===== config.mk =====
export PLATFORM = sky130hd
export DESIGN_NAME = pulse_sched
export DESIGN_NICKNAME = d
export VERILOG_FILES = /design/src/rtl/pulse_sched_pkg.sv /design/src/rtl/pulse_sched_rr_arbiter.sv /design/src/rtl/pulse_sched.sv
export SDC_FILE = /design/constraint.sdc
export NUM_CORES = 1
export LEC_CHECK = 0
export BUFFER_PORTS_ARGS = -buffer_cell sky130_fd_sc_hd__buf_2
export CAP_MARGIN = 20
export CORE_UTILIZATION = 28
export CTS_CLUSTER_SIZE = 28
export DETAILED_ROUTE_END_ITERATION = 8
export SKIP_LAST_GASP = 1
export SLEW_MARGIN = 15
export SYNTH_ARGS = -nofsm -noshare
export SYNTH_HDL_FRONTEND = slang
export SYNTH_HIERARCHICAL = 1
export SYNTH_SLANG_ARGS = --single-unit

===== constraint.sdc =====
create_clock -name clock -period 5.77 [get_ports clock]
set_clock_uncertainty 0.05 [all_clocks]
set_input_delay 0 -clock clock [delete_from_list [all_inputs] [get_ports clock]]
set_output_delay 0 -clock clock [all_outputs]
set_load 0.05 [all_outputs]

===== src/rtl/pulse_sched_pkg.sv =====
// Shared definitions for the pulse scheduler: state encoding and default sizes.
package pulse_sched_pkg;

  localparam int DEF_NREQ  = 4;
  localparam int DEF_CNT_W = 8;

  typedef enum logic [1:0] {
    S_IDLE  = 2'd0,
    S_DELAY = 2'd1,
    S_HIGH  = 2'd2,
    S_DONE  = 2'd3
  } state_t;

endpackage


===== src/rtl/pulse_sched_rr_arbiter.sv =====
// Combinational round-robin arbiter: one-hot grant to the first set req bit at or after ptr.
module rr_arbiter
  import pulse_sched_pkg::*;
#(
  parameter int NREQ = DEF_NREQ,
  parameter int ID_W = 2
) (
  input  logic [NREQ-1:0] req,
  input  logic [ID_W-1:0] ptr,
  output logic [NREQ-1:0] grant
);

  logic [ID_W-1:0] sel;
  logic            found;

  always_comb begin
    grant = '0;
    found = 1'b0;
    sel   = '0;
    for (int i = 0; i < NREQ; i++) begin
      sel = ID_W'((int'(ptr) + i) % NREQ);
      if (!found && req[sel]) begin
        grant[sel] = 1'b1;
        found      = 1'b1;
      end
    end
  end

endmodule


===== src/rtl/pulse_sched.sv =====
// Shared pulse scheduler: round-robin grant, programmable delay then pulse width.
// Optional feature macro PULSE_SCHED_REPEAT_EN: owner keeps the grant and re-fires while its req stays high.
//
//   state | meaning
//   IDLE  | no owner; arbitrate when any req is set
//   DELAY | owner granted, counting delay cycles before the pulse
//   HIGH  | signal high, counting width cycles
//   DONE  | one-cycle done strobe, then IDLE (or re-fire in repeat mode)
module pulse_sched
  import pulse_sched_pkg::*;
#(
  parameter int NREQ  = DEF_NREQ,
  parameter int CNT_W = DEF_CNT_W,
  localparam int ID_W = (NREQ > 1) ? $clog2(NREQ) : 1
) (
  input  logic             clock,
  input  logic             reset_n,
  input  logic [NREQ-1:0]  req,
  input  logic [CNT_W-1:0] delay_cfg,
  input  logic [CNT_W-1:0] width_cfg,
  output logic [NREQ-1:0]  grant,
  output logic             signal,
  output logic             busy,
  output logic             done,
  output logic [ID_W-1:0]  done_id
);

`ifdef PULSE_SCHED_REPEAT_EN
  localparam bit REPEAT_EN = 1'b1;
`else
  localparam bit REPEAT_EN = 1'b0;
`endif

  state_t           state;
  state_t           launch_st;
  logic [ID_W-1:0]  ptr;
  logic [ID_W-1:0]  owner;
  logic [ID_W-1:0]  arb_idx;
  logic [NREQ-1:0]  arb_gnt;
  logic [CNT_W-1:0] dcnt;
  logic [CNT_W-1:0] wcnt;

  rr_arbiter #(
    .NREQ (NREQ),
    .ID_W (ID_W)
  ) u_arb (
    .req   (req),
    .ptr   (ptr),
    .grant (arb_gnt)
  );

  always_comb begin
    arb_idx = '0;
    for (int i = 0; i < NREQ; i++) begin
      if (arb_gnt[i]) arb_idx = ID_W'(i);
    end
  end

  // First state of a service depends only on which counts are zero.
  always_comb begin
    if (delay_cfg != '0)      launch_st = S_DELAY;
    else if (width_cfg != '0) launch_st = S_HIGH;
    else                      launch_st = S_DONE;
  end

  function automatic logic [ID_W-1:0] next_idx(input logic [ID_W-1:0] i);
    return (int'(i) == NREQ - 1) ? '0 : i + ID_W'(1);
  endfunction

  always_ff @(posedge clock or negedge reset_n) begin
    if (!reset_n) begin
      state   <= S_IDLE;
      grant   <= '0;
      signal  <= 1'b0;
      busy    <= 1'b0;
      done    <= 1'b0;
      done_id <= '0;
      ptr     <= '0;
      owner   <= '0;
      dcnt    <= '0;
      wcnt    <= '0;
    end else begin
      done <= 1'b0;
      case (state)
        S_IDLE: begin
          if (|req) begin
            grant  <= arb_gnt;
            owner  <= arb_idx;
            busy   <= 1'b1;
            state  <= launch_st;
            dcnt   <= delay_cfg;
            wcnt   <= width_cfg;
            signal <= (launch_st == S_HIGH);
            if (launch_st == S_DONE) begin
              done    <= 1'b1;
              done_id <= arb_idx;
              if (!REPEAT_EN) ptr <= next_idx(arb_idx);
            end
          end
        end
        S_DELAY: begin
          if (dcnt == CNT_W'(1)) begin
            if (wcnt != '0) begin
              state  <= S_HIGH;
              signal <= 1'b1;
            end else begin
              state   <= S_DONE;
              done    <= 1'b1;
              done_id <= owner;
              if (!REPEAT_EN) ptr <= next_idx(owner);
            end
          end else begin
            dcnt <= dcnt - CNT_W'(1);
          end
        end
        S_HIGH: begin
          if (wcnt == CNT_W'(1)) begin
            state   <= S_DONE;
            signal  <= 1'b0;
            done    <= 1'b1;
            done_id <= owner;
            if (!REPEAT_EN) ptr <= next_idx(owner);
          end else begin
            wcnt <= wcnt - CNT_W'(1);
          end
        end
        S_DONE: begin
`ifdef PULSE_SCHED_REPEAT_EN
          // Owner still requesting: re-fire with fresh config, pointer left alone.
          if (req[owner]) begin
            state  <= launch_st;
            dcnt   <= delay_cfg;
            wcnt   <= width_cfg;
            signal <= (launch_st == S_HIGH);
            if (launch_st == S_DONE) begin
              done    <= 1'b1;
              done_id <= owner;
            end
          end else begin
            state <= S_IDLE;
            grant <= '0;
            busy  <= 1'b0;
            ptr   <= next_idx(owner);
          end
`else
          state <= S_IDLE;
          grant <= '0;
          busy  <= 1'b0;
`endif
        end
        default: state <= S_IDLE;
      endcase
    end
  end

endmodule


# Yosys cells after proc, flatten, opt, wreduce, memory -nomap -nowiden
# Index checks and enable logic that the tools add are counted.
[classes]
order_cmp = 8
addsub = 7
mux = 68
n_bitwise = 3
reduce_logical = 26
eq_ne = 17
[ops]
columns = ["op", "n"]
rows = [
  ["2-to-1 mux 2 bit", 18],
  ["2-to-1 mux 8 bit", 4],
  ["case mux 8 bit (2 select lines)", 2],
  ["2-to-1 mux 1 bit", 24],
  ["nonzero test 8 bit", 3],
  ["2-to-1 mux 4 bit", 5],
  ["== test 8 x 1 -> 1 bit, second input constant", 2],
  ["inequality test 2 bit, second input constant", 8],
  ["subtractor 8 x 1 -> 8 bit, second input constant", 2],
  ["less-than comparator 2 x 3 -> 1 bit, second input constant", 4],
  ["bitwise OR 4 bit", 3],
  ["case mux 2 bit (3 select lines)", 2],
  ["AND reduction 3 bit", 3],
  ["binary-select mux 1 bit (select 2 bit)", 4],
  ["demux 1 bit (select 2 bit)", 4],
  ["== test 2 bit, second input constant", 4],
  [">= comparator 2 x 1 -> 1 bit, second input constant", 4],
  ["case mux 2 bit (4 select lines)", 1],
  ["case mux 4 bit (2 select lines)", 1],
  ["logical AND 1 bit", 7],
  ["adder 2 x 1 -> 2 bit, second input constant", 3],
  ["== test 2 x 1 -> 1 bit, second input constant", 3],
  ["case mux 1 bit (3 select lines)", 2],
  ["AND reduction 6 bit", 1],
  ["9 further kinds", 15],
]
[totals]
ff_bits = 31
in_bits = 22
elab_cells = 139

# Logic depth before layout (Yosys ltp)
[depth]
word_depth = 20
mapped_depth = 11

# Hierarchy
# The synthesis kept the hierarchy.
[by_module_without_submodules]
columns = ["mod", "seq_area_each_um2", "instances", "cells_per_inst", "area_each_um2"]
rows = [
  ["pulse_sched", 775.7, 1, 210, 1929.4],
  ["rr_arbiter", 0.0, 1, 30, 302.8],
]

# Least setup slack after synthesis
# No wires, ideal clock.
[synth_timing]
path_kind = "flip-flop to flip-flop"
from = "register ptr[0]"
to = "register ptr[0]"
synth_period_minus_slack_ns = 2.738
required_time_ns = 5.595
stages_incl_launch_ff = 10
path_buffers = 0
setup_slack_ns = 3.032
arrival_time_ns = 2.563
cell_sequence = "dfrtp_1 inv_1 ha_1 mux4_2 nor4b_4 a221o_1 a21oi_1 mux2_2 a21boi_0 mux2_4"
[synth_between]
elab_cells_between_ends = 56
cone_classes = "add/sub: 4; order compare: 8; eq/ne: 1; mux: 30; bitwise: 3; reduce/logical: 10"
[synth_rtl]
columns = ["element", "line", "rtl"]
rows = [
  ["start, declared", "pulse_sched.sv:36", "logic [ID_W-1:0] ptr;"],
  ["start signal, assigned", "pulse_sched.sv:97", "if (!REPEAT_EN) ptr <= next_idx(arb_idx);"],
  ["start signal, assigned", "pulse_sched.sv:110", "if (!REPEAT_EN) ptr <= next_idx(owner);"],
  ["start signal, assigned", "pulse_sched.sv:122", "if (!REPEAT_EN) ptr <= next_idx(owner);"],
  ["branches (longest 11 deep; another with less-than comparator 2 x 3 -> 1 bit)", "n/a", ""],
  ["2-to-1 mux 4 bit (*)", "pulse_sched_rr_arbiter.sv:22", "if (!found && req[sel]) begin"],
  ["named net arb_gnt[3]", "pulse_sched.sv:39", "logic [NREQ-1:0] arb_gnt;"],
  ["2-to-1 mux 2 bit (*)", "pulse_sched.sv:55", "if (arb_gnt[i]) arb_idx = ID_W'(i);"],
  ["adder 2 x 1 -> 2 bit or == test 2 x 1 -> 1 bit (tied branches)", "pulse_sched.sv:67", "return (int'(i) == NREQ - 1) ? '0 : i + ID_W'(1);"],
  ["2-to-1 mux 2 bit (*)", "pulse_sched.sv:67", ""],
  ["2-to-1 mux 2 bit (*)", "pulse_sched.sv:94", "if (launch_st == S_DONE) begin"],
  ["2-to-1 mux 2 bit (*)", "pulse_sched.sv:86", "if (|req) begin"],
  ["case mux 2 bit (3 select lines) (*)", "pulse_sched.sv:84", "case (state)"],
]
# Mark *: on every way through the listed nets, which the timed path passes. The select of a mux whose other input is x is not followed.
# A chain may end at the register's enable or synchronous reset.

# Worst setup path in the final report
# Ends and elaborated chain as after synthesis.

==> flow_metrics.env <==
export IMPL_cts_buffers=5
export IMPL_routed_wl_met3_um=156
export IMPL_start_util=0.289
export IMPL_crit_required_ns=5.89
export IMPL_rsz0062_at_grt="false"
export IMPL_p_leak_nw=1.21
export IMPL_yosysSeqAreaShare=0.348
export IMPL_crit_chain="inv_1 -> ha_1 -> mux4_2 -> nor4b_4 -> a221o_1 -> a21oi_1 -> mux2_2 -> a21boi_0 -> mux2_4"
export IMPL_slew_violations=0
export IMPL_power_mw=1.53
export IMPL_io_pins=31
export IMPL_place_detailed_hpwl_um=3650
export IMPL_clk_pin_slew_ns=0.07
export IMPL_vias=1939
export IMPL_synthTopCellsByCount="dfrtp_1 (31), nand2_1 (24), inv_1 (21)"
export IMPL_grt_pass1_wl_um=8510
export IMPL_synth_warnings=6
export IMPL_fin_crit_sh=0.512
export IMPL_p_per_area_mw_per_mm2=567
export IMPL_cts_root_buffer="clkbuf_8"
export IMPL_chipWidth_um=91.3
export IMPL_yosysUniqueCellTypes=46
export IMPL_die_h_um=91.3
export IMPL_whs_ns=0.0363
export IMPL_crit_family="multiplexers"
export IMPL_post_route_util=0.349
export IMPL_timing_hold_violations_final=0
export IMPL_max_freq_mhz=338
export IMPL_syn_num_nets=279
export IMPL_yosysMostFrequentCell="dfrtp_1"
export IMPL_synth_area_mm2=0.00223
export IMPL_cp_arrival_ns=3.07
export IMPL_clk_latency_ns=0.28
export IMPL_grtUsageTotal=0.125
export IMPL_endpoint_kind="register"
export IMPL_synthCells=240
export IMPL_grt_pass1_vias=1810
export IMPL_design_area_mm2=0.00269
export IMPL_peakVddDrop_v=0.000190
export IMPL_wl_per_cell_um=12.9
export IMPL_cts_max_path_buffers=2
export IMPL_synth_edff_count=0
export IMPL_core_area_mm2=0.00773
export IMPL_antenna_cells=0
export IMPL_finalSetupViolations=0
export IMPL_path_class="register to register"
export IMPL_slew_headroom=0.440
export IMPL_ys_ff_latch=31
export IMPL_finalCriticalPeriod_ns=2.95
export IMPL_postRouteAntennaNets=0
export IMPL_pre_cts_ws_ns=2.81
export IMPL_yosys_area_top_type="dfrtp_1"
export IMPL_firstDrtPassIters=4
export IMPL_cp_max_fo=10
export IMPL_wl_met2_um=2230
export IMPL_finalNonFillerCells=382
export IMPL_grt_overflow=0
export IMPL_drcViolationCount=0
export IMPL_vias_per_cell=5.08
export IMPL_cpPeakStageDelay_ns=0.57
export IMPL_cts_post_setup_buffers_inserted=0
export IMPL_drive_gt1_frac=0.204
export IMPL_finalWirelength_um=4940
export IMPL_crit_path_top_delay_cell="dfrtp_1"
export IMPL_avgSynthCellArea_um2=9.30
export IMPL_startpoint_type="register"
export IMPL_hold_path_class="input pin to register"
export IMPL_clock_sinks=31
export IMPL_post_dp_cell_area_mm2=0.00247
export IMPL_area_delta_synth_final_pct=20.7
export IMPL_worst_pin_slew_ns=0.840
export IMPL_cap_viol_max_count=0
export IMPL_ys_async_sr_fraction=1.00
export IMPL_setup_slack_ns=2.82
export IMPL_num_rows=32
export IMPL_met1Wirelength_um=2530
export IMPL_h_tree_depth=2
export IMPL_highest_layer="met4"
export IMPL_first_iter_violations=92
export IMPL_nets=318
export IMPL_cts_tree="done"
export IMPL_ys_top_cells_by_area="dfrtp_1 (35%), ha_1 (9.5%), o21ai_0 (4.3%)"
export IMPL_grt_max_degree=32
export IMPL_grt_antenna_before_repair=0
export IMPL_yosysTopAreaCellShare=0.348
export IMPL_critical_path_buf_inv_count=1
export IMPL_gp_congestion=0.768
export IMPL_fin_tns_setup_ns=0
export IMPL_numPlacedInstances=363
export IMPL_io_buffers=30
export IMPL_outcome="completed"
export IMPL_dieArea_mm2=0.00833
export IMPL_synthFlopType="dfrtp_1"
-- state kept, by name, summed over array words and instances, names as in the netlist --
register and cells:
signal 1, dcnt 8, done 1, owner 2, busy 1, grant 4, state 2, wcnt 8
ptr 2, done_id 2
-- timing repair --
item,4_1_cts,5_1_grt
hold endpoints to repair,40,0
gates resized for setup,0,0
hold buffers,10,0
-- final timing paths --
check | start | end | slack [ns] | cells past startpoint
max | ptr[0]$_DFFE_PN0P_ | ptr[0]$_DFFE_PN0P_ | 2.82 | 9
min | width_cfg[1] | wcnt[1]$_DFFE_PN0P_ | 0.04 | 5
max reg2reg | ptr[0]$_DFFE_PN0P_ | ptr[0]$_DFFE_PN0P_ | 2.82 | 9
min reg2reg | busy$_DFFE_PN0P_ | busy$_DFFE_PN0P_ | 0.44 | 1
max in group asynchronous | reset_n | done_id[0]$_DFFE_PN0P_ | 4.96 | 2
min in group asynchronous | reset_n | wcnt[7]$_DFFE_PN0P_ | 0.25 | 2
-- routing by layer --
metal  global-route usage  vias to the layer above
met5                    0                        -
met4               0.0238                        0
met3               0.0302                        2
met2                0.198                       33
met1                0.173                      932
li1                     -                      972
-- worst register-to-register path, delay by kind of cell (launching register included) --
| kind | cells | cell delay [ns] |
|---|---|---|
| adder cells (fa/ha/maj) | 1 | 0.33 |
| AND/OR/NAND/NOR | 1 | 0.35 |
| multiplexers | 3 | 0.94 |
| AO/OA/AOI/OAI | 3 | 0.47 |
| flip-flops | 1 | 0.57 |
| buffers and inverters | 1 | 0.13 |
-- cell type report --
class | instances | area (um2)
sequential | 31 | 776
clock inverter | 2 | 35.0
fill | 802 | 5030
multi-input combinational | 179 | 1340
clock buffer | 6 | 82.6
tap | 102 | 128
timing repair buffer | 41 | 258
inverter | 21 | 78.8
-- cells by family after synthesis --
family | after synthesis | synth area share
compound gates | 77 | 0.232
fa+ha+maj | 17 | 0.0953
buf+inv | 30 | 0.0538
flops | 31 | 0.348
mux | 12 | 0.0863
simple gates | 73 | 0.186
-- power by group --
group          internal (mW)  switching (mW)  total, mW
Sequential             0.318           0.119      0.437
Clock                  0.140          0.0809      0.221
Combinational          0.373           0.498      0.871
Total                  0.831           0.698       1.53
-- cells in the final DEF, fill, tap and decap left out, drive strengths merged, types with 2 or more instances in the layout --
master / n
a22o: 4
a221o: 5
mux2: 6
o22a: 9
nand4: 2
nor3: 2
dfrtp: 31
nand2: 24
nor2: 13
buf: 31
or3: 4
nor4: 9
inv: 21
ha: 17
dlygate4sd3: 10
o21ai: 19
nand3: 8
o31ai: 3
mux2i: 2
clkbuf: 6
and2: 2
a21oi: 17
mux4: 4
and3: 4
a21o: 5
o211ai: 3
o22ai: 4
Power figures use the tool's default switching activity.
